==> src/rtl/mem_arb_pkg.sv <==
// Shared types and helpers for the memory bus arbiter and its picker.
// Latency: n/a (declarations only).
// Backpressure: n/a.
package mem_arb_pkg;

    typedef enum logic [1:0] {
        IDLE   = 2'd0,
        ACCESS = 2'd1,
        RDWAIT = 2'd2,
        DONE   = 2'd3
    } arb_state_t;

    localparam int DEF_ADDR_W = 8;
    localparam int DEF_DATA_W = 8;

    // Requester indices are carried at the width of the largest supported group
    localparam int MAX_REQ = 8;
    localparam int IDX_W   = 3;

    // Index of the set bit in a one-hot vector; zero for an all-zero vector
    function automatic logic [IDX_W-1:0] oh2idx(input logic [MAX_REQ-1:0] oh);
        logic [IDX_W-1:0] idx;
        idx = '0;
        for (int i = 0; i < MAX_REQ; i++) begin
            if (oh[i]) idx |= IDX_W'(i);
        end
        return idx;
    endfunction

endpackage

==> src/rtl/rr_pick.sv <==
// Combinational winner picker: optional strict priority for requester 0, else round-robin from a pointer.
// Latency: 0 cycles (pure combinational).
// Backpressure: none; the caller decides when the winner is consumed.
module rr_pick
    import mem_arb_pkg::*;
#(
    parameter int NUM_REQ = 3,
    parameter bit PRIO0   = 1'b1
) (
    input  logic [NUM_REQ-1:0] i_req,
    input  logic [IDX_W-1:0]   i_rr_ptr,
    output logic [NUM_REQ-1:0] o_gnt,
    output logic               o_vld
);

    // Lowest asserted index at or above the pointer wins; if none, lowest asserted index overall
    always_comb begin
        o_gnt = '0;
        if (PRIO0 && i_req[0]) begin
            o_gnt[0] = 1'b1;
        end else begin
            for (int i = NUM_REQ - 1; i >= 0; i--) begin
                if (i_req[i]) begin
                    o_gnt    = '0;
                    o_gnt[i] = 1'b1;
                end
            end
            for (int i = NUM_REQ - 1; i >= 0; i--) begin
                if (i_req[i] && (i >= int'(i_rr_ptr))) begin
                    o_gnt    = '0;
                    o_gnt[i] = 1'b1;
                end
            end
        end
    end

    assign o_vld = |o_gnt;

endmodule

==> src/rtl/mem_bus_arbiter.sv <==
// Shares one synchronous-read memory bus between NUM_REQ requesters with req/gnt/ack, round-robin and burst lock.
// Latency: write ack 2 cycles, read ack 3 cycles after req is sampled in IDLE; all outputs registered.
// Backpressure: requesters hold req/we/addr/wdata until ack; losers and non-owners during a lock simply wait.
module mem_bus_arbiter
    import mem_arb_pkg::*;
#(
    parameter int NUM_REQ = 3,
    parameter int ADDR_W  = DEF_ADDR_W,
    parameter int DATA_W  = DEF_DATA_W,
    parameter bit PRIO0   = 1'b1
) (
    input  logic                      i_clk,
    input  logic                      i_reset_n,
    input  logic [NUM_REQ-1:0]        i_req,
    input  logic [NUM_REQ-1:0]        i_lock,
    input  logic [NUM_REQ-1:0]        i_we,
    input  logic [NUM_REQ*ADDR_W-1:0] i_addr,
    input  logic [NUM_REQ*DATA_W-1:0] i_wdata,
    output logic [NUM_REQ-1:0]        o_gnt,
    output logic [NUM_REQ-1:0]        o_ack,
    output logic [DATA_W-1:0]         o_rdata,
    output logic [ADDR_W-1:0]         o_bus_addr,
    output logic [DATA_W-1:0]         o_bus_wdata,
    output logic                      o_bus_we,
    input  logic [DATA_W-1:0]         i_bus_rdata,
    output logic                      o_busy
);

    arb_state_t          r_state,     w_state_nxt;
    logic [NUM_REQ-1:0]  r_gnt,       w_gnt_nxt;
    logic [NUM_REQ-1:0]  r_ack,       w_ack_nxt;
    logic [DATA_W-1:0]   r_rdata,     w_rdata_nxt;
    logic [ADDR_W-1:0]   r_bus_addr,  w_addr_nxt;
    logic [DATA_W-1:0]   r_bus_wdata, w_wdata_nxt;
    logic                r_bus_we,    w_bus_we_nxt;
    logic                r_we,        w_we_nxt;
    logic [IDX_W-1:0]    r_rr_ptr,    w_ptr_nxt;
    logic                r_lock_vld,  w_lock_nxt;
    logic                r_busy,      w_busy_nxt;

    logic                w_lock_hold;
    logic [NUM_REQ-1:0]  w_pick_req;
    logic [NUM_REQ-1:0]  w_pick;
    logic                w_pick_vld;
    logic [ADDR_W-1:0]   w_sel_addr;
    logic [DATA_W-1:0]   w_sel_wdata;
    logic                w_sel_we;
    logic [IDX_W-1:0]    w_owner;
    logic [IDX_W-1:0]    w_ptr_inc;

    // A held lock survives while the owner still requests or still asserts lock;
    // once both drop, everyone competes again in the same cycle
    assign w_lock_hold = r_lock_vld & ((|(i_req & r_gnt)) | (|(i_lock & r_gnt)));
    assign w_pick_req  = w_lock_hold ? (i_req & r_gnt) : i_req;

    rr_pick #(
        .NUM_REQ (NUM_REQ),
        .PRIO0   (PRIO0)
    ) u_rr_pick (
        .i_req    (w_pick_req),
        .i_rr_ptr (r_rr_ptr),
        .o_gnt    (w_pick),
        .o_vld    (w_pick_vld)
    );

    assign w_owner   = oh2idx(MAX_REQ'(r_gnt));
    assign w_ptr_inc = (w_owner == IDX_W'(NUM_REQ - 1)) ? '0 : w_owner + 1'b1;

    // Route the winner's address, write data and direction onto the latch inputs
    always_comb begin
        w_sel_addr  = '0;
        w_sel_wdata = '0;
        w_sel_we    = 1'b0;
        for (int i = 0; i < NUM_REQ; i++) begin
            if (w_pick[i]) begin
                w_sel_addr  = i_addr[i*ADDR_W +: ADDR_W];
                w_sel_wdata = i_wdata[i*DATA_W +: DATA_W];
                w_sel_we    = i_we[i];
            end
        end
    end

    // Next-state and next-output decode; ack is set on entry to DONE so it is high during DONE
    always_comb begin
        w_state_nxt  = r_state;
        w_gnt_nxt    = r_gnt;
        w_ack_nxt    = '0;
        w_rdata_nxt  = r_rdata;
        w_addr_nxt   = r_bus_addr;
        w_wdata_nxt  = r_bus_wdata;
        w_bus_we_nxt = 1'b0;
        w_we_nxt     = r_we;
        w_ptr_nxt    = r_rr_ptr;
        w_lock_nxt   = r_lock_vld;
        case (r_state)
            IDLE: begin
                w_lock_nxt = w_lock_hold;
                if (w_pick_vld) begin
                    w_gnt_nxt    = w_pick;
                    w_addr_nxt   = w_sel_addr;
                    w_wdata_nxt  = w_sel_wdata;
                    w_we_nxt     = w_sel_we;
                    w_bus_we_nxt = w_sel_we;
                    w_state_nxt  = ACCESS;
                end else begin
                    // A stalled burst keeps the bus owned even with nothing in flight
                    w_gnt_nxt = w_lock_hold ? r_gnt : '0;
                end
            end
            ACCESS: begin
                if (r_we) begin
                    w_ack_nxt   = r_gnt;
                    w_state_nxt = DONE;
                end else begin
                    w_state_nxt = RDWAIT;
                end
            end
            RDWAIT: begin
                w_rdata_nxt = i_bus_rdata;
                w_ack_nxt   = r_gnt;
                w_state_nxt = DONE;
            end
            DONE: begin
                w_ptr_nxt = w_ptr_inc;
                if (|(i_lock & r_gnt)) begin
                    w_lock_nxt = 1'b1;
                end else begin
                    w_lock_nxt = 1'b0;
                    w_gnt_nxt  = '0;
                end
                w_state_nxt = IDLE;
            end
            default: begin
                w_state_nxt = IDLE;
                w_gnt_nxt   = '0;
            end
        endcase
        w_busy_nxt = (w_state_nxt != IDLE);
    end

    // State and registered outputs; reset aborts any transaction without an ack
    always_ff @(posedge i_clk or negedge i_reset_n) begin
        if (!i_reset_n) begin
            r_state     <= IDLE;
            r_gnt       <= '0;
            r_ack       <= '0;
            r_rdata     <= '0;
            r_bus_addr  <= '0;
            r_bus_wdata <= '0;
            r_bus_we    <= 1'b0;
            r_we        <= 1'b0;
            r_rr_ptr    <= '0;
            r_lock_vld  <= 1'b0;
            r_busy      <= 1'b0;
        end else begin
            r_state     <= w_state_nxt;
            r_gnt       <= w_gnt_nxt;
            r_ack       <= w_ack_nxt;
            r_rdata     <= w_rdata_nxt;
            r_bus_addr  <= w_addr_nxt;
            r_bus_wdata <= w_wdata_nxt;
            r_bus_we    <= w_bus_we_nxt;
            r_we        <= w_we_nxt;
            r_rr_ptr    <= w_ptr_nxt;
            r_lock_vld  <= w_lock_nxt;
            r_busy      <= w_busy_nxt;
        end
    end

    assign o_gnt       = r_gnt;
    assign o_ack       = r_ack;
    assign o_rdata     = r_rdata;
    assign o_bus_addr  = r_bus_addr;
    assign o_bus_wdata = r_bus_wdata;
    assign o_bus_we    = r_bus_we;
    assign o_busy      = r_busy;

endmodule

==> config.mk <==
export PLATFORM = sky130hd
export DESIGN_NAME = mem_bus_arbiter
export DESIGN_NICKNAME = d
export VERILOG_FILES = /design/src/rtl/mem_arb_pkg.sv /design/src/rtl/rr_pick.sv /design/src/rtl/mem_bus_arbiter.sv
export SDC_FILE = /design/constraint.sdc
export NUM_CORES = 1
export LEC_CHECK = 0
export BUFFER_PORTS_ARGS = -buffer_cell sky130_fd_sc_hd__buf_2
export CORE_ASPECT_RATIO = 0.8
export CORE_UTILIZATION = 40
export CTS_CLUSTER_DIAMETER = 100
export DETAILED_ROUTE_END_ITERATION = 7
export GPL_TIMING_DRIVEN = 1
export PLACE_DENSITY = 0.72
export SLEW_MARGIN = 20
export SYNTH_ARGS = -nofsm -noshare
export SYNTH_HDL_FRONTEND = slang
export SYNTH_HIERARCHICAL = 1
export SYNTH_SLANG_ARGS = --single-unit
==> constraint.sdc <==
create_clock -name i_clk -period 4 [get_ports i_clk]
set_input_delay 0 -clock i_clk [delete_from_list [all_inputs] [get_ports i_clk]]
set_output_delay 0 -clock i_clk [all_outputs]
set_load 0.005 [all_outputs]
* Word level (Yosys, flattened, before mapping) *
Index checks and enable logic that the tools add are counted.

word-level totals
  flip-flop bits (word level) = 39
  output and inout bits = 32
  word-level logic and storage cells = 69

operators by class
  add/subtract/negate cells = 1
  order comparisons = 3
  eq/ne operators = 6
  mux-type cells = 33
  bitwise logic cells = 4
  reduce and logical (&&, ||, !) cells = 11

operators with widths
  operator                                               count
  two-way mux 8 bit                                      6
  two-way mux 3 bit                                      11
  case mux 3 bit (2 select lines)                        2
  two-way mux 1 bit                                      9
  OR reduction 3 bit                                     3
  case mux 2 bit (4 select lines)                        1
  AND 3 bit                                              2
  == test 2 bit, second input constant                   3
  >= comparator 1 x 3 -> 1 bit, first input constant     2
  two-way mux 2 bit                                      3
  nonzero test 2 bit                                     2
  adder 2 x 1 -> 3 bit, second input constant            1
  >= comparator 2 x 3 -> 1 bit, first input constant     1
  logical AND 1 bit                                      3
  inequality test 3 x 2 -> 1 bit, second input constant  1
  AND reduction 3 bit                                    1
  == test 2 x 1 -> 1 bit, second input constant          1
  zero test 2 bit                                        1
  inequality test 2 bit, second input constant           1
  case mux 1 bit (2 select lines)                        1
  AND reduction 2 bit                                    1
  AND 1 bit                                              1
  bitwise OR 1 bit                                       1

* Longest topological paths before layout *
Gate-level depths: netlist of the first run.

  depth after elaboration = 16
  mapped depth = 11
  depth with buffers taken out = 8

* Hierarchy *
Netlist of the first run, hierarchy kept.

by module, submodules not included
  module           instances  cells each  area an instance (µm²)  sequential area each (µm²)
  mem_bus_arbiter  1          177         1,878.1                 975.9
  rr_pick          1          8           46.3                    0.0

* Worst setup path before layout of the first run *
Ideal clock, no wire load.

  path type = register to register
  start = register r_gnt[1], in the netlist o_gnt[1]
  end = register r_bus_addr[3], in the netlist o_bus_addr[3]
  library setup time = 0.095 ns
  arrival time = 2.691 ns
  slack = 1.213 ns
  cell stages (with the launch flop) = 11
  path buffers = 3
  period minus slack after synthesis = 2.787 ns
  cells stage by stage = dfrtp_1 buf_6 a222oi_1 a21bo_2 o21a_1 inv_1 a311oi_1 clkbuf_1 clkbuf_1 a221oi_1 o31ai_1

RTL lines
  element                                                                    line                                          text
  start, declared                                                            mem_bus_arbiter.sv:30                         logic [NUM_REQ-1:0] r_gnt, w_gnt_nxt;
  start signal, assigned                                                     mem_bus_arbiter.sv:157                        r_gnt <= w_gnt_nxt;
  AND 3 bit, on equally long branches                                        mem_bus_arbiter.sv:53, mem_bus_arbiter.sv:54
  OR reduction 3 bit                                                         mem_bus_arbiter.sv:53                         assign w_lock_hold = r_lock_vld & ((|(i_req & r_gnt)) | (|(i_lock & r_gnt)));
  bitwise OR 1 bit                                                           mem_bus_arbiter.sv:53
  AND 1 bit                                                                  mem_bus_arbiter.sv:53
  two-way mux 3 bit (*)                                                      mem_bus_arbiter.sv:54                         assign w_pick_req = w_lock_hold ? (i_req & r_gnt) : i_req;
  via w_pick_req[1]                                                          mem_bus_arbiter.sv:42                         logic [NUM_REQ-1:0] w_pick_req;
  two-way mux 3 bit                                                          rr_pick.sv:23                                 if (i_req[i]) begin
  two-way mux 3 bit                                                          rr_pick.sv:29                                 if (i_req[i] && (i >= int'(i_rr_ptr))) begin
  two-way mux 3 bit (*) (2 in a row)                                         rr_pick.sv:29
  two-way mux 2 bit (*)                                                      rr_pick.sv:19                                 if (PRIO0 && i_req[0]) begin
  via w_pick[1]                                                              mem_bus_arbiter.sv:43                         logic [NUM_REQ-1:0] w_pick;
  OR reduction 3 bit / two-way mux 8 bit (equally long branches)             rr_pick.sv:37, mem_bus_arbiter.sv:75
  AND reduction 2 bit (no line) / two-way mux 8 bit (equally long branches)  --
  end signal, assigned                                                       mem_bus_arbiter.sv:160                        r_bus_addr <= w_addr_nxt;
  end, declared                                                              mem_bus_arbiter.sv:33                         logic [ADDR_W-1:0] r_bus_addr, w_addr_nxt;

The timed path passes the listed nets; every way through them passes the cells marked *.
A chain may end at the register's enable or synchronous reset.

* Worst setup path after layout of the first run *
  start = register r_gnt[1], in the netlist o_gnt[1]
  end = register r_we

on the way
  cells in the longest elaborated chain, start to end = 13

RTL lines
  element                             line                    text
  AND 3 bit                           mem_bus_arbiter.sv:53
  OR reduction 3 bit                  mem_bus_arbiter.sv:53
  bitwise OR 1 bit (*)                mem_bus_arbiter.sv:53
  AND 1 bit (*)                       mem_bus_arbiter.sv:53
  two-way mux 3 bit (*)               mem_bus_arbiter.sv:54
  via w_pick_req[2]                   mem_bus_arbiter.sv:42
  two-way mux 3 bit (2 in a row)      rr_pick.sv:23
  two-way mux 3 bit (*) (3 in a row)  rr_pick.sv:29
  two-way mux 2 bit (*)               rr_pick.sv:19
  via w_pick[2]                       mem_bus_arbiter.sv:43
  OR reduction 3 bit                  rr_pick.sv:37           assign o_vld = |o_gnt;
  AND reduction 2 bit (no line)       --
  end signal, assigned                mem_bus_arbiter.sv:163  r_we <= w_we_nxt;
  end, declared                       mem_bus_arbiter.sv:36   logic r_we, w_we_nxt;

Marked as above.

==> metrics.log, run 1 <==
[metrics] Post-Syn Nets: 256
[metrics] launch point of the critical path: o_gnt[1]
[metrics] post-synthesis compound-gate area fraction: 0.2152
[metrics] type of destination of the critical path: flop
[metrics] reported max-cap violation count: 0
[metrics] top cell types by occurrence after synthesis: sky130_fd_sc_hd__dfrtp_1 (39), sky130_fd_sc_hd__nor2_1 (20), sky130_fd_sc_hd__nand2_1 (18)
[metrics] cells taking the most area after synthesis: sky130_fd_sc_hd__dfrtp_1 (51%), sky130_fd_sc_hd__a221oi_1 (6.8%), sky130_fd_sc_hd__o31ai_1 (5.9%), sky130_fd_sc_hd__mux2_2 (5.3%), sky130_fd_sc_hd__nor2_1 (3.9%)
[metrics] Area growth syn-to-layout: 43.43%
[metrics] combinational family with the most area after synthesis: compound AO/OA/AOI/OAI gates
[metrics] sum of overflow across all layers after global routing: 0
[metrics] Min-Delay Path Class: input port to flop
[metrics] number of vias per cell after detailed routing: roughly 5.2
[metrics] mean routed wirelength per cell: between 10 and 15 um
[metrics] H-tree levels: 2
[metrics] drt initial violations: 92
[metrics] share of final-layout standard cells stronger than drive strength 1: 0.4167
[metrics] share of synthesized area occupied by flip-flops and latches: 0.5072
[metrics] highest fanout seen on the critical path: 19
[metrics] library cell with the highest instance count after synthesis: sky130_fd_sc_hd__dfrtp_1
[metrics] number of buffers on the longest clock path: 2
[metrics] diode insertion count for antenna repair: 0
[metrics] die outline width: 79.55 um
[metrics] category of the worst setup path launch point: flop
[metrics] clock transition at the registers of the reported paths: 0.08 ns
[metrics] last weighted congestion value of the routability-driven placer: slightly above 0.8
[metrics] per-instance average area after synthesis: 10.40 um2
[metrics] DRC violation count after routing: 0
[metrics] XOR/XNOR share of the synthesized area: 0
[metrics] die span in y: 64.04 um
[metrics] worst slew pin tran: 0.8553 ns
[metrics] proportion of synthesized area in mux cells: 0.06502
[metrics] detailed-route via count: about 1900
[metrics] fraction of registers with async set/reset: 1.000
[metrics] clock tree from TritonCTS: done
[metrics] vias in the first global route: about 1800
[metrics] all-layer global routing usage: 0.2142
[metrics] Final Hold Viols: 0
[metrics] drt total wl: 5.120 mm
[metrics] setup clock skew after layout: 0.004290 ns
[metrics] number of synthesized register bits: 39
[metrics] starting utilization of the core area: 0.4186
[metrics] total die area: 5094 um2
[metrics] cell area after synthesis: 1924 um2
[metrics] minimum clock period: 3.194 ns
[metrics] hold path startpoint: i_we[0]
[metrics] status: complete, no violations
[metrics] final count of pins violating max slew: 0
[metrics] number of antenna violations at the first check in global routing: 0
[metrics] Fmax: 313.1 MHz
[metrics] number of buffers inserted during clock tree synthesis: 5
[metrics] area share of the largest cell type after synthesis: 0.5072
[metrics] 1st-pass router iterations: 4
[metrics] worst slack on hold paths: 0.01327 ns
[metrics] Static Leakage: 0.001347 uW
[metrics] Yosys top cell by area: sky130_fd_sc_hd__dfrtp_1
[metrics] Ys Warns: 6
[metrics] final net count: between 300 and 400
[metrics] CP Class: flop to flop
[metrics] number of I/O port buffers: 98
[metrics] post-synth cell types: 32
[metrics] cell count after synthesis: between 150 and 200
[metrics] pin count of the biggest net entering global routing: 40
[metrics] start of the worst register-to-register path: o_gnt[1]
[metrics] top flip-flop cell by instance count after synthesis: sky130_fd_sc_hd__dfrtp_1
[metrics] clk sinks: 39
[metrics] arithmetic-cell share of the synthesized area counting full adders, half adders and majority gates: 0.02601
[metrics] share of the cycle needed by the critical path after routing: 0.7984
[metrics] first-pass GRT wire length: 8.349 mm
[metrics] slew margin rel.: 0.4298
[metrics] Crit path arrival time: 3.44 ns
[metrics] Top Ports: 99
[metrics] number of endpoints failing setup at the final stage: 0
[metrics] worst skew pair latency: 0.30 ns
[metrics] areal power density over the cells: 592.8 nW/um2
[metrics] master cell of the clock root buffer: sky130_fd_sc_hd__clkbuf_8
[metrics] number of flops mapped to enable cells by yosys: 0
[metrics] estimated wirelength of the detail-placed design: 3.490 mm
[metrics] CP Data Required Time: 4.24 ns
[metrics] Core ar.: 4597 um2
[metrics] fraction of the mapped netlist area in simple logic gates: 0.1398
[metrics] placement row count: 22
[metrics] count of instances resized after the clock tree is built: 0
[metrics] sum of negative setup slack: 0 ns
[metrics] unrepaired setup endpoints after global routing: no
[metrics] post-CTS setup buffer count: 0
[metrics] Final ANT Viol Nets: 0
[metrics] peak supply drop: 0.3071 mV
[metrics] hold buffer count at CTS: 21
worst max-delay path, cell delays in order, from the launching register on:
cell and delay, ns:
sky130_fd_sc_hd__dfrtp_1 0.50, sky130_fd_sc_hd__a222oi_1 0.73, sky130_fd_sc_hd__a21bo_2 0.28, sky130_fd_sc_hd__o21a_1 0.17, sky130_fd_sc_hd__nand2b_1 0.06, sky130_fd_sc_hd__a21oi_1 0.11
sky130_fd_sc_hd__buf_4 0.25, sky130_fd_sc_hd__clkinv_1 0.48, sky130_fd_sc_hd__a311oi_1 0.44, sky130_fd_sc_hd__a21o_1 0.12
sequential cells by signal, summed over array words and instances, names as in the netlist:
| name | flops |
|---|---|
| o_bus_we | 1 |
| o_busy | 1 |
| r_state | 2 |
| o_gnt | 3 |
| o_ack | 3 |
| r_lock_vld | 1 |
| r_we | 1 |
| o_rdata | 8 |
| r_rr_ptr | 3 |
| o_bus_addr | 8 |
| o_bus_wdata | 8 |
final timing paths:
check	to	slack [ns]	depth (start not counted)
max	r_we	0.81	9
min	o_bus_we	0.01	3
max reg2reg	r_we	0.81	9
min reg2reg	o_bus_wdata[6]	0.48	2
max in group asynchronous	r_rr_ptr[2]	3.12	2
min in group asynchronous	o_rdata[1]	0.34	2
metrics by stage:
step / cells / power, uW / area (um2) / utilization / setup slack, ns
floorplan: 185 / 1081 / 1924 / - / 1.213
global placement: 331 / 1327 / 2455 / 0.5340 / 0.8897
detailed placement: 331 / 1350 / 2455 / 0.5340 / 0.7190
CTS: 360 / 1648 / 2758 / 0.5999 / 0.7036
global route: 360 / 1766 / 2760 / 0.6004 / 0.5033
finish: 360 / 1636 / 2760 / 0.6004 / 0.8064
cell type report:
class                           instances  area (um2)
Fill cell                             381        1837
Sequential cell                        39       975.9
Multi-Input combinational cell        124       867.1
Timing Repair Buffer                  122       723.2
Tap cell                               60       75.07
Clock buffer                            5       68.82
Inverter                                7       26.28
Clock inverter                          3       23.77
layer usage:
| metal | track usage | part of all wire |
|---|---|---|
| met1 | 0.2932 | 0.46 |
| met4 | 0.05682 | 0.010 |
| met2 | 0.3301 | 0.45 |
| met3 | 0.06286 | 0.087 |
| met5 | 0 | 0 |
cell usage in the layout, fill, tap and decap left out, drive strengths merged, types with 2 or more instances in the layout:
cell type,n
a21o,2
mux2i,2
or2,2
dlygate4sd3,21
a21oi,6
ha,4
mux2,9
nor2,20
clkinvlp,2
nand2,18
inv,7
nor2b,3
buf,101
a222oi,2
o31ai,15
clkbuf,5
and2,3
a221oi,15
a221o,3
nand3b,3
nand4b,3
dfrtp,39
o21ai,2
a311oi,3
o21a,3
kinds of logic (layout without fill, tap and decap cells):
logic type | count (synthesis) | in the layout
AOI/OAI and AO/OA | 53 | 53
adders and majority gates | 4 | 4
buffers and inverters | 22 | 137
DFF | 39 | 39
muxes | 11 | 11
and+or+nand+nor | 56 | 56
power by group:
group | switching (uW) | total [uW] | internal (uW)
combinational | 358 | 704 | 347
clock | 153 | 278 | 125
sequential | 101 | 654 | 553
Power figures use the tool's default switching activity.
==> run 2, diff against run 1 <==
--- a/config.mk
+++ b/config.mk
@@ -5,13 +5,14 @@
 export SDC_FILE = /design/constraint.sdc
 export NUM_CORES = 1
 export LEC_CHECK = 0
+export ABC_AREA = 1
 export BUFFER_PORTS_ARGS = -buffer_cell sky130_fd_sc_hd__buf_2
 export CORE_ASPECT_RATIO = 0.8
 export CORE_UTILIZATION = 40
 export CTS_CLUSTER_DIAMETER = 100
 export DETAILED_ROUTE_END_ITERATION = 7
 export GPL_TIMING_DRIVEN = 1
-export PLACE_DENSITY = 0.72
+export PLACE_DENSITY = 0.73
 export SLEW_MARGIN = 20
 export SYNTH_ARGS = -nofsm -noshare
 export SYNTH_HDL_FRONTEND = slang
==> constraint.sdc (replaced) <==
create_clock -name i_clk -period 2.6 [get_ports i_clk]
set_input_delay 0 -clock i_clk [delete_from_list [all_inputs] [get_ports i_clk]]
set_output_delay 0 -clock i_clk [all_outputs]
set_load 0.005 [all_outputs]
==> run 2 against run 1 <==
  * Non-clock buffer count decreased by 11
  * First-iteration DRC count increased by 5.4%
  * Final cell count increased by 22%
  * Register-to-register slack got worse by 0.54 ns
  * Sequential power increased by 64%
  * Clock-buffer cell count increased by 1
  * Clock power increased by 90%
  * Critical path depth increased by 5
  * Die area increased by 8.5%
  * Setup slack got worse by 0.54 ns
  * Total power increased by 100%
  * Sequential cell count unchanged
  * Critical path type unchanged
==> metrics.log, run 2 <==
[metrics] status: complete, no violations (unchanged)
[metrics] cells taking the most area after synthesis: sky130_fd_sc_hd__dfrtp_1 (47%), sky130_fd_sc_hd__nand2_1 (15%), sky130_fd_sc_hd__a21oi_1 (8.4%), sky130_fd_sc_hd__nor2_1 (5.4%), sky130_fd_sc_hd__mux2_2 (4.3%) (was sky130_fd_sc_hd__dfrtp_1 (51%), sky130_fd_sc_hd__a221oi_1 (6.8%), sky130_fd_sc_hd__o31ai_1 (5.9%), sky130_fd_sc_hd__mux2_2 (5.3%), sky130_fd_sc_hd__nor2_1 (3.9%))
[metrics] Cell Count Post-Placement: 422 (was 331)
[metrics] hold path startpoint: i_addr[22] (was i_we[0])
[metrics] sum of overflow across all layers after global routing: 0 (unchanged)
[metrics] die span in y: 66.69 um (was 64.04 um)
[metrics] per-instance average area after synthesis: 7.663 um2 (was 10.40 um2)
[metrics] all-layer global routing usage: 0.1960 (was 0.2142)
[metrics] clk sinks: 39 (unchanged)
[metrics] diode insertion count for antenna repair: 0 (unchanged)
[metrics] Critical path buffers and inverters: 2 (unchanged)
[metrics] area share of the largest cell type after synthesis: 0.4665 (was 0.5072)
[metrics] number of flops mapped to enable cells by yosys: 0 (unchanged)
[metrics] Area growth syn-to-layout: 36.06% (was 43.43%)
[metrics] type of destination of the critical path: flop (unchanged)
[metrics] arithmetic-cell share of the synthesized area counting full adders, half adders and majority gates: 0.02392 (was 0.02601)
[metrics] slew margin rel.: 0.4235 (was 0.4298)
[metrics] share of synthesized area occupied by flip-flops and latches: 0.4665 (was 0.5072)
[metrics] final count of pins violating max slew: 0 (unchanged)
[metrics] cell count after synthesis: 273 (was 185)
[metrics] estimated wirelength of the detail-placed design: 3.825 mm (was 3.490 mm)
[metrics] worst skew pair latency: 0.29 ns (was 0.30 ns)
[metrics] share of final-layout standard cells stronger than drive strength 1: 0.3333 (was 0.4167)
[metrics] unrepaired setup endpoints after global routing: no (unchanged)
[metrics] DRC violation count after routing: 0 (unchanged)
[metrics] cell occurring most often along the worst timing path: sky130_fd_sc_hd__nand2_1
[metrics] worst path cell trace: nand2_1 -> nand2_1 -> nor2_1 -> nand2_1 -> nand2_1 -> nand2_1 -> nand2_1 -> inv_1 -> or2_0 -> a21oi_2 -> inv_2 -> nor3_1 -> nand3_1 -> nand2_1 (was a222oi_1 -> a21bo_2 -> o21a_1 -> nand2b_1 -> a21oi_1 -> buf_4 -> clkinv_1 -> a311oi_1 -> a21o_1)
[metrics] Min-Delay Path Class: input port to flop (unchanged)
[metrics] Final ANT Viol Nets: 0 (unchanged)
[metrics] fraction of the mapped netlist area in simple logic gates: 0.2542 (was 0.1398)
[metrics] Yosys top cell by area: sky130_fd_sc_hd__dfrtp_1 (unchanged)
[metrics] crit-path max cell delay: 0.44 ns (was 0.73 ns)
[metrics] XOR/XNOR share of the synthesized area: 0 (unchanged)
[metrics] die outline width: 82.86 um (was 79.55 um)
[metrics] number of cells traversed by the worst register-to-register path: 14 (was 9)
[metrics] master cell of the clock root buffer: sky130_fd_sc_hd__clkbuf_8 (unchanged)
[metrics] detailed-route via count: 2112 (was 1886)
[metrics] Static Leakage: 0.001527 uW (was 0.001347 uW)
[metrics] number of vias per cell after detailed routing: 4.800 (was 5.239)
[metrics] peak supply drop: 0.4930 mV (was 0.3071 mV)
[metrics] library cell with the highest instance count after synthesis: sky130_fd_sc_hd__nand2_1 (was sky130_fd_sc_hd__dfrtp_1)
[metrics] post-place setup slack: 0.2695 ns (was 0.7190 ns)
[metrics] placement row count: 23 (was 22)
[metrics] minimum clock period: 2.330 ns (was 3.194 ns)
[metrics] clock transition at the registers of the reported paths: 0.08 ns (about the same)
[metrics] top cell types by occurrence after synthesis: sky130_fd_sc_hd__nand2_1 (86), sky130_fd_sc_hd__dfrtp_1 (39), sky130_fd_sc_hd__a21oi_1 (35) (was sky130_fd_sc_hd__dfrtp_1 (39), sky130_fd_sc_hd__nor2_1 (20), sky130_fd_sc_hd__nand2_1 (18))
[metrics] CP Data Required Time: 2.83 ns (was 4.24 ns)
[metrics] CP Class: flop to flop (unchanged)
[metrics] non-filler cells in the finished layout: 440 (was 360)
[metrics] Min-Delay Endpoint: o_bus_addr[6] (was o_bus_we)
[metrics] highest fanout seen on the critical path: 18 (was 19)
[metrics] reported max-cap violation count: 0 (unchanged)
[metrics] drt total wl: 5.274 mm (was 5.120 mm)
[metrics] clock tree from TritonCTS: done (unchanged)
[metrics] slack of the worst reg-to-reg path: 0.27 ns (was 0.81 ns)
[metrics] start of the worst register-to-register path: o_gnt[1] (unchanged)
[metrics] worst slew pin tran: 0.8647 ns (was 0.8553 ns)
[metrics] R2R Path End: o_gnt[2] (was r_we)
[metrics] Cells on Worst Hold Path: 3 (unchanged)
[metrics] number of endpoints failing setup at the final stage: 0 (unchanged)
[metrics] drt initial violations: 97 (was 92)
[metrics] Fmax: 429.2 MHz (was 313.1 MHz)
[metrics] master of the slowest instance on the critical path: sky130_fd_sc_hd__dfrtp_1 (was sky130_fd_sc_hd__a222oi_1)
[metrics] pin count of the biggest net entering global routing: 40 (unchanged)
[metrics] Final Hold Viols: 0 (unchanged)
[metrics] post-synth cell types: 25 (was 32)
[metrics] 1st-pass router iterations: 4 (unchanged)
[metrics] number of antenna violations at the first check in global routing: 0 (unchanged)
[metrics] share of the cycle needed by the critical path after routing: 0.8960 (was 0.7984)
[metrics] mean routed wirelength per cell: 11.99 um (was 14.22 um)
[metrics] post-CTS setup buffer count: 0 (unchanged)
[metrics] sum of negative setup slack: 0 ns (unchanged)
[metrics] areal power density over the cells: 1162 nW/um2 (was 592.8 nW/um2)
[metrics] number of I/O port buffers: 98 (unchanged)
[metrics] vias in the first global route: 1855 (was 1782)
[metrics] number of buffers inserted during clock tree synthesis: 5 (unchanged)
[metrics] first-pass GRT wire length: 8.521 mm (was 8.349 mm)
[metrics] last weighted congestion value of the routability-driven placer: 0.8435 (was 0.8052)
[metrics] starting utilization of the core area: 0.4178 (was 0.4186)
[metrics] Top Ports: 99 (unchanged)
[metrics] final net count: 448 (was 370)
[metrics] combinational family with the most area after synthesis: simple AND/OR/NAND/NOR gates (was compound AO/OA/AOI/OAI gates)
[metrics] total die area: 5525 um2 (was 5094 um2)
[metrics] proportion of synthesized area in mux cells: 0.04306 (was 0.06502)
[metrics] setup clock skew after layout: 0.004854 ns (was 0.004290 ns)
[metrics] top flip-flop cell by instance count after synthesis: sky130_fd_sc_hd__dfrtp_1 (unchanged)
[metrics] cell area after synthesis: 2092 um2 (was 1924 um2)
[metrics] final worst slack: 0.2703 ns (was 0.8064 ns)
[metrics] kind of cell adding the most delay to the critical path: simple AND/OR/NAND/NOR gates (was compound AO/OA/AOI/OAI gates)
[metrics] H-tree levels: 2 (unchanged)
[metrics] Ys Warns: 6 (unchanged)
[metrics] number of synthesized register bits: 39 (unchanged)
[metrics] leading cell type in the layout, fill and taps excluded: sky130_fd_sc_hd__buf_2 (unchanged)
[metrics] category of the worst setup path launch point: flop (unchanged)
[metrics] fraction of registers with async set/reset: 1.000 (unchanged)
[metrics] Crit path arrival time: 2.56 ns (was 3.44 ns)
[metrics] Core ar.: 5007 um2 (was 4597 um2)
[metrics] highest-count cells in the layout ignoring fill and taps: sky130_fd_sc_hd__buf_2 (98), sky130_fd_sc_hd__nand2_1 (86), sky130_fd_sc_hd__dfrtp_1 (39), sky130_fd_sc_hd__a21oi_1 (35), sky130_fd_sc_hd__nor2_1 (29) (was sky130_fd_sc_hd__buf_2 (98), sky130_fd_sc_hd__dfrtp_1 (39), sky130_fd_sc_hd__dlygate4sd3_1 (21), sky130_fd_sc_hd__nor2_1 (20), sky130_fd_sc_hd__nand2_1 (18))
[metrics] post-synthesis compound-gate area fraction: 0.1376 (was 0.2152)
[metrics] number of buffers on the longest clock path: 2 (unchanged)
[metrics] Post-Syn Nets: 344 (was 256)
==> run 2: layer usage <==
metal | track usage | share of wire | vias to the layer above
li1 | - | - | 1080
met2 | 0.3135 | 0.45 | 92
met4 | 0.06466 | 0.0072 | 0
met3 | 0.05204 | 0.076 | 4
met1 | 0.2595 | 0.47 | 936
met5 | 0 | 0 | -
==> run 2: logic make-up (layout without fill, tap and decap cells) <==
kind of cell | Yosys count | in the layout
buffers and inverters | 34 | 139
AO/OA/AOI/OAI | 56 | 56
adder cells (fa/ha/maj) | 4 | 4
multiplexers | 8 | 8
flip-flops | 39 | 39
AND/OR/NAND/NOR | 132 | 132
==> run 2: power breakdown <==
group          switching (uW)  internal [uW]  leakage (uW)
Combinational             997            712      0.000996
Sequential                171            901      0.000470
Clock                     218            311     0.0000612
Total                    1380           1920       0.00153
==> run 2: through the flow <==
| step | utilization | area, um2 | hold slack (ns) | total power (uW) |
|---|---|---|---|---|
| after global routing | 0.5685 | 2846 | 0.008691 | 3621 |
| after floorplan | - | 2092 | -0.2956 | 2226 |
| after detailed placement | 0.5235 | 2621 | 0.1714 | 2758 |
| final | 0.5685 | 2846 | 0.004717 | 3308 |
| after CTS | 0.5670 | 2839 | 0.005870 | 3309 |
| after global placement | 0.5235 | 2621 | 0.1650 | 2728 |
==> run 2: what timing repair did <==
item | in CTS | in global routing
endpoints found under the hold margin | 48 | 0
resized for setup | 0 | 2
hold buffers | 10 | 0
setup endpoints to repair | 0 | 2
==> run 2: how the worst max path moves through the flow <==
stage                         from        endpoint  slack, ns  cells past startpoint
final                     o_gnt[1]        o_gnt[2]       0.27                     14
after global routing      o_gnt[1]        o_gnt[2]       0.06                     15
after CTS                 o_gnt[1]   o_bus_addr[4]       0.23                     14
after detailed placement  o_gnt[1]   o_bus_addr[4]       0.27                     14
after global placement    o_gnt[1]   o_bus_addr[4]       0.33                     14
after floorplan           o_gnt[1]  o_bus_wdata[4]       0.69                     17
==> run 2: cell type report <==
| cell class | instances | area [um2] |
|---|---|---|
| flip-flops and latches | 39 | 975.9 |
| well taps | 62 | 77.57 |
| multi-input cells | 200 | 967.2 |
| clock inverters | 2 | 35.03 |
| inverters | 20 | 82.58 |
| clock buffers | 6 | 82.58 |
| fillers | 480 | 2161 |
| repair buffers | 111 | 625.6 |
==> run 2: worst min-delay path, cell delays in order <==
cell,delay (ns)
sky130_fd_sc_hd__buf_2,0.08
sky130_fd_sc_hd__a21oi_1,0.05
sky130_fd_sc_hd__a21oi_1,0.13
==> run 3, diff against run 2 <==
--- a/config.mk
+++ b/config.mk
@@ -12,7 +12,8 @@
 export CTS_CLUSTER_DIAMETER = 100
 export DETAILED_ROUTE_END_ITERATION = 7
 export GPL_TIMING_DRIVEN = 1
-export PLACE_DENSITY = 0.73
+export PLACE_DENSITY = 0.71
+export SKIP_CTS_REPAIR_TIMING = 1
 export SLEW_MARGIN = 20
 export SYNTH_ARGS = -nofsm -noshare
 export SYNTH_HDL_FRONTEND = slang
==> constraint.sdc (replaced) <==
create_clock -name i_clk -period 2.5 [get_ports i_clk]
set_input_delay 0 -clock i_clk [delete_from_list [all_inputs] [get_ports i_clk]]
set_output_delay 0 -clock i_clk [all_outputs]
set_load 0.005 [all_outputs]
==> run 3 against run 2 <==
  * Register-to-register slack lost 0.02 ns
  * Total power increased by 2.0%
  * Highest routed layer unchanged
  * First-iteration DRC count down 18%
  * Critical path type unchanged
  * Largest cell class unchanged
==> metrics.log, run 3 (synthesized netlist as in run 2, its figures left out) <==
[metrics] status: complete, no violations (unchanged)
[metrics] type of destination of the critical path: flop (unchanged)
[metrics] category of the worst setup path launch point: flop (unchanged)
[metrics] worst skew pair latency: 0.28 ns (was 0.29 ns)
[metrics] last weighted congestion value of the routability-driven placer: 0.8188 (was 0.8435)
[metrics] slew margin rel.: 0.4374 (was 0.4235)
[metrics] mean routed wirelength per cell: 12.12 um (was 11.99 um)
[metrics] Final ANT Viol Nets: 0 (unchanged)
[metrics] highest-count cells in the layout ignoring fill and taps: sky130_fd_sc_hd__buf_2 (98), sky130_fd_sc_hd__nand2_1 (86), sky130_fd_sc_hd__dfrtp_1 (39), sky130_fd_sc_hd__a21oi_1 (35), sky130_fd_sc_hd__nor2_1 (29) (unchanged)
[metrics] die outline width: 82.86 um (unchanged)
[metrics] cell occurring most often along the worst timing path: sky130_fd_sc_hd__nand2_1 (unchanged)
[metrics] master cell of the clock root buffer: sky130_fd_sc_hd__clkbuf_8 (unchanged)
[metrics] die span in y: 66.69 um (unchanged)
[metrics] kind of cell adding the most delay to the critical path: simple AND/OR/NAND/NOR gates (unchanged)
[metrics] vias in the first global route: 1919 (was 1855)
[metrics] starting utilization of the core area: 0.4178 (unchanged)
[metrics] unrepaired setup endpoints after global routing: no (unchanged)
[metrics] number of vias per cell after detailed routing: 4.738 (was 4.800)
[metrics] highest routed layer: met4 (unchanged)
[metrics] launch point of the critical path: o_gnt[1] (unchanged)
[metrics] highest fanout seen on the critical path: 18 (unchanged)
[metrics] crit-path max cell delay: 0.45 ns (was 0.44 ns)
[metrics] setup clock skew after layout: 0.002685 ns (was 0.004854 ns)
[metrics] start of the worst register-to-register path: o_gnt[1] (unchanged)
[metrics] 1st-pass router iterations: 4 (unchanged)
[metrics] Core ar.: 5007 um2 (unchanged)
[metrics] Critical path buffers and inverters: 1 (was 2)
[metrics] estimated wirelength of the detail-placed design: 3.938 mm (was 3.825 mm)
[metrics] total routed wire length on the met1 layer: 2.501 mm (was 2.474 mm)
[metrics] Reg area: 975.9 um2 (unchanged)
[metrics] number of antenna violations at the first check in global routing: 0 (unchanged)
[metrics] sum of negative setup slack: 0 ns (unchanged)
[metrics] Area growth syn-to-layout: 35.47% (was 36.06%)
[metrics] Static Leakage: 0.001525 uW (was 0.001527 uW)
[metrics] number of buffers inserted during clock tree synthesis: 5 (unchanged)
[metrics] R2R Path End: o_gnt[2] (unchanged)
[metrics] sum of overflow across all layers after global routing: 0 (unchanged)
[metrics] Critical Path Stages: 13 (was 14)
[metrics] met3 routed WL: 374 um (was 399 um)
[metrics] first-pass GRT wire length: 8.942 mm (was 8.521 mm)
[metrics] master of the slowest instance on the critical path: sky130_fd_sc_hd__dfrtp_1 (unchanged)
[metrics] H-tree levels: 2 (unchanged)
[metrics] worst slew pin tran: 0.8439 ns (was 0.8647 ns)
[metrics] detailed-route via count: 2094 (was 2112)
[metrics] final count of pins violating max slew: 0 (unchanged)
[metrics] footprint of the multi-input gates: 967.2 um2 (unchanged)
[metrics] slack of the worst reg-to-reg path: 0.25 ns (was 0.27 ns)
[metrics] all-layer global routing usage: 0.2073 (was 0.1960)
[metrics] drt total wl: 5.355 mm (was 5.274 mm)
[metrics] number of I/O port buffers: 98 (unchanged)
[metrics] clock tree from TritonCTS: done (unchanged)
[metrics] Crit path arrival time: 2.48 ns (was 2.56 ns)
[metrics] clock transition at the registers of the reported paths: 0.07 ns (was 0.08 ns)
[metrics] minimum clock period: 2.248 ns (was 2.330 ns)
[metrics] reported max-cap violation count: 0 (unchanged)
[metrics] total die area: 5525 um2 (unchanged)
[metrics] number of cells traversed by the worst register-to-register path: 13 (was 14)
[metrics] peak supply drop: 0.4993 mV (was 0.4930 mV)
[metrics] placement row count: 23 (unchanged)
[metrics] DRC violation count after routing: 0 (unchanged)
[metrics] routed wl met2: 2.407 mm (was 2.363 mm)
[metrics] pin count of the biggest net entering global routing: 40 (unchanged)
[metrics] number of fill cells: 478 (was 480)
[metrics] Fmax: 444.8 MHz (was 429.2 MHz)
[metrics] worst path cell trace: nand2_1 -> nand2_1 -> nor2_1 -> nand2_1 -> nand2_1 -> nand2_1 -> nand2_1 -> or2_0 -> a21oi_2 -> inv_2 -> nor3_1 -> nand3_1 -> nand2_1 (was nand2_1 -> nand2_1 -> nor2_1 -> nand2_1 -> nand2_1 -> nand2_1 -> nand2_1 -> inv_1 -> or2_0 -> a21oi_2 -> inv_2 -> nor3_1 -> nand3_1 -> nand2_1)
[metrics] number of endpoints failing setup at the final stage: 0 (unchanged)
[metrics] CP Class: flop to flop (unchanged)
[metrics] final net count: 451 (was 448)
[metrics] number of buffers on the longest clock path: 2 (unchanged)
[metrics] endpoint of the worst setup timing path: o_gnt[2] (unchanged)
[metrics] Final Hold Viols: 0 (unchanged)
[metrics] CP Data Required Time: 2.73 ns (was 2.83 ns)
[metrics] drt initial violations: 80 (was 97)
[metrics] Top Ports: 99 (unchanged)
[metrics] areal power density over the cells: 1190 nW/um2 (was 1162 nW/um2)
[metrics] share of final-layout standard cells stronger than drive strength 1: 0.3395 (was 0.3333)
[metrics] clk sinks: 39 (unchanged)
[metrics] share of the cycle needed by the critical path after routing: 0.8992 (was 0.8960)
[metrics] hold path startpoint: i_wdata[20] (was i_addr[22])
[metrics] Min-Delay Path Class: input port to flop (unchanged)
[metrics] diode insertion count for antenna repair: 0 (unchanged)
[metrics] leading cell type in the layout, fill and taps excluded: sky130_fd_sc_hd__buf_2 (unchanged)
[metrics] Tot Pwr: 3373 uW (was 3308 uW)
run 3: report_power, final:
group	internal [uW]	switching [uW]
sequential	938	193
clock	216	209
combinational	777	1040
total	1930	1440
run 3: area by class of cell:
cell class | count | share of cell area
sequential | 39 | 0.3444
multi-input combinational | 200 | 0.3413
timing repair buffer | 114 | 0.2278
clock buffer | 6 | 0.02914
inverter | 20 | 0.02826
tap | 62 | 0.02737
clock inverter | 1 | 0.001766
run 3: worst min-delay path by stage:
stage | slack [ns] | endpoint | cells past startpoint
floorplan | -0.30 | o_ack[0] | 0
global route | 0.03 | o_bus_wdata[0] | 3
global placement | 0.16 | o_ack[1] | 1
CTS | -0.15 | o_rdata[1] | 1
finish | 0.008 | o_bus_wdata[4] | 3
detailed placement | 0.16 | o_ack[1] | 1
run 3: worst min-delay path, stage by stage:
cell	delay, ns
sky130_fd_sc_hd__buf_2	0.08
sky130_fd_sc_hd__a21oi_1	0.06
sky130_fd_sc_hd__a21oi_1	0.12
run 3: layer usage:
layer,track usage,vias to the layer above
li1,-,1085
met1,0.2739,909
met2,0.3033,93
met3,0.07311,7
met4,0.09698,0
met5,0,-
run 3: metrics by stage:
stage	instance area [um2]	hold slack [ns]	instances	util	worst slack, ns
after detailed placement	2621	0.1580	422	0.5235	0.2414
after CTS	2709	-0.1493	429	0.5410	0.2134
final	2834	0.008158	442	0.5660	0.2520
after global routing	2834	0.02692	442	0.5660	0.01658
after global placement	2621	0.1593	422	0.5235	0.3425
after floorplan	2092	-0.2956	273	-	0.5907
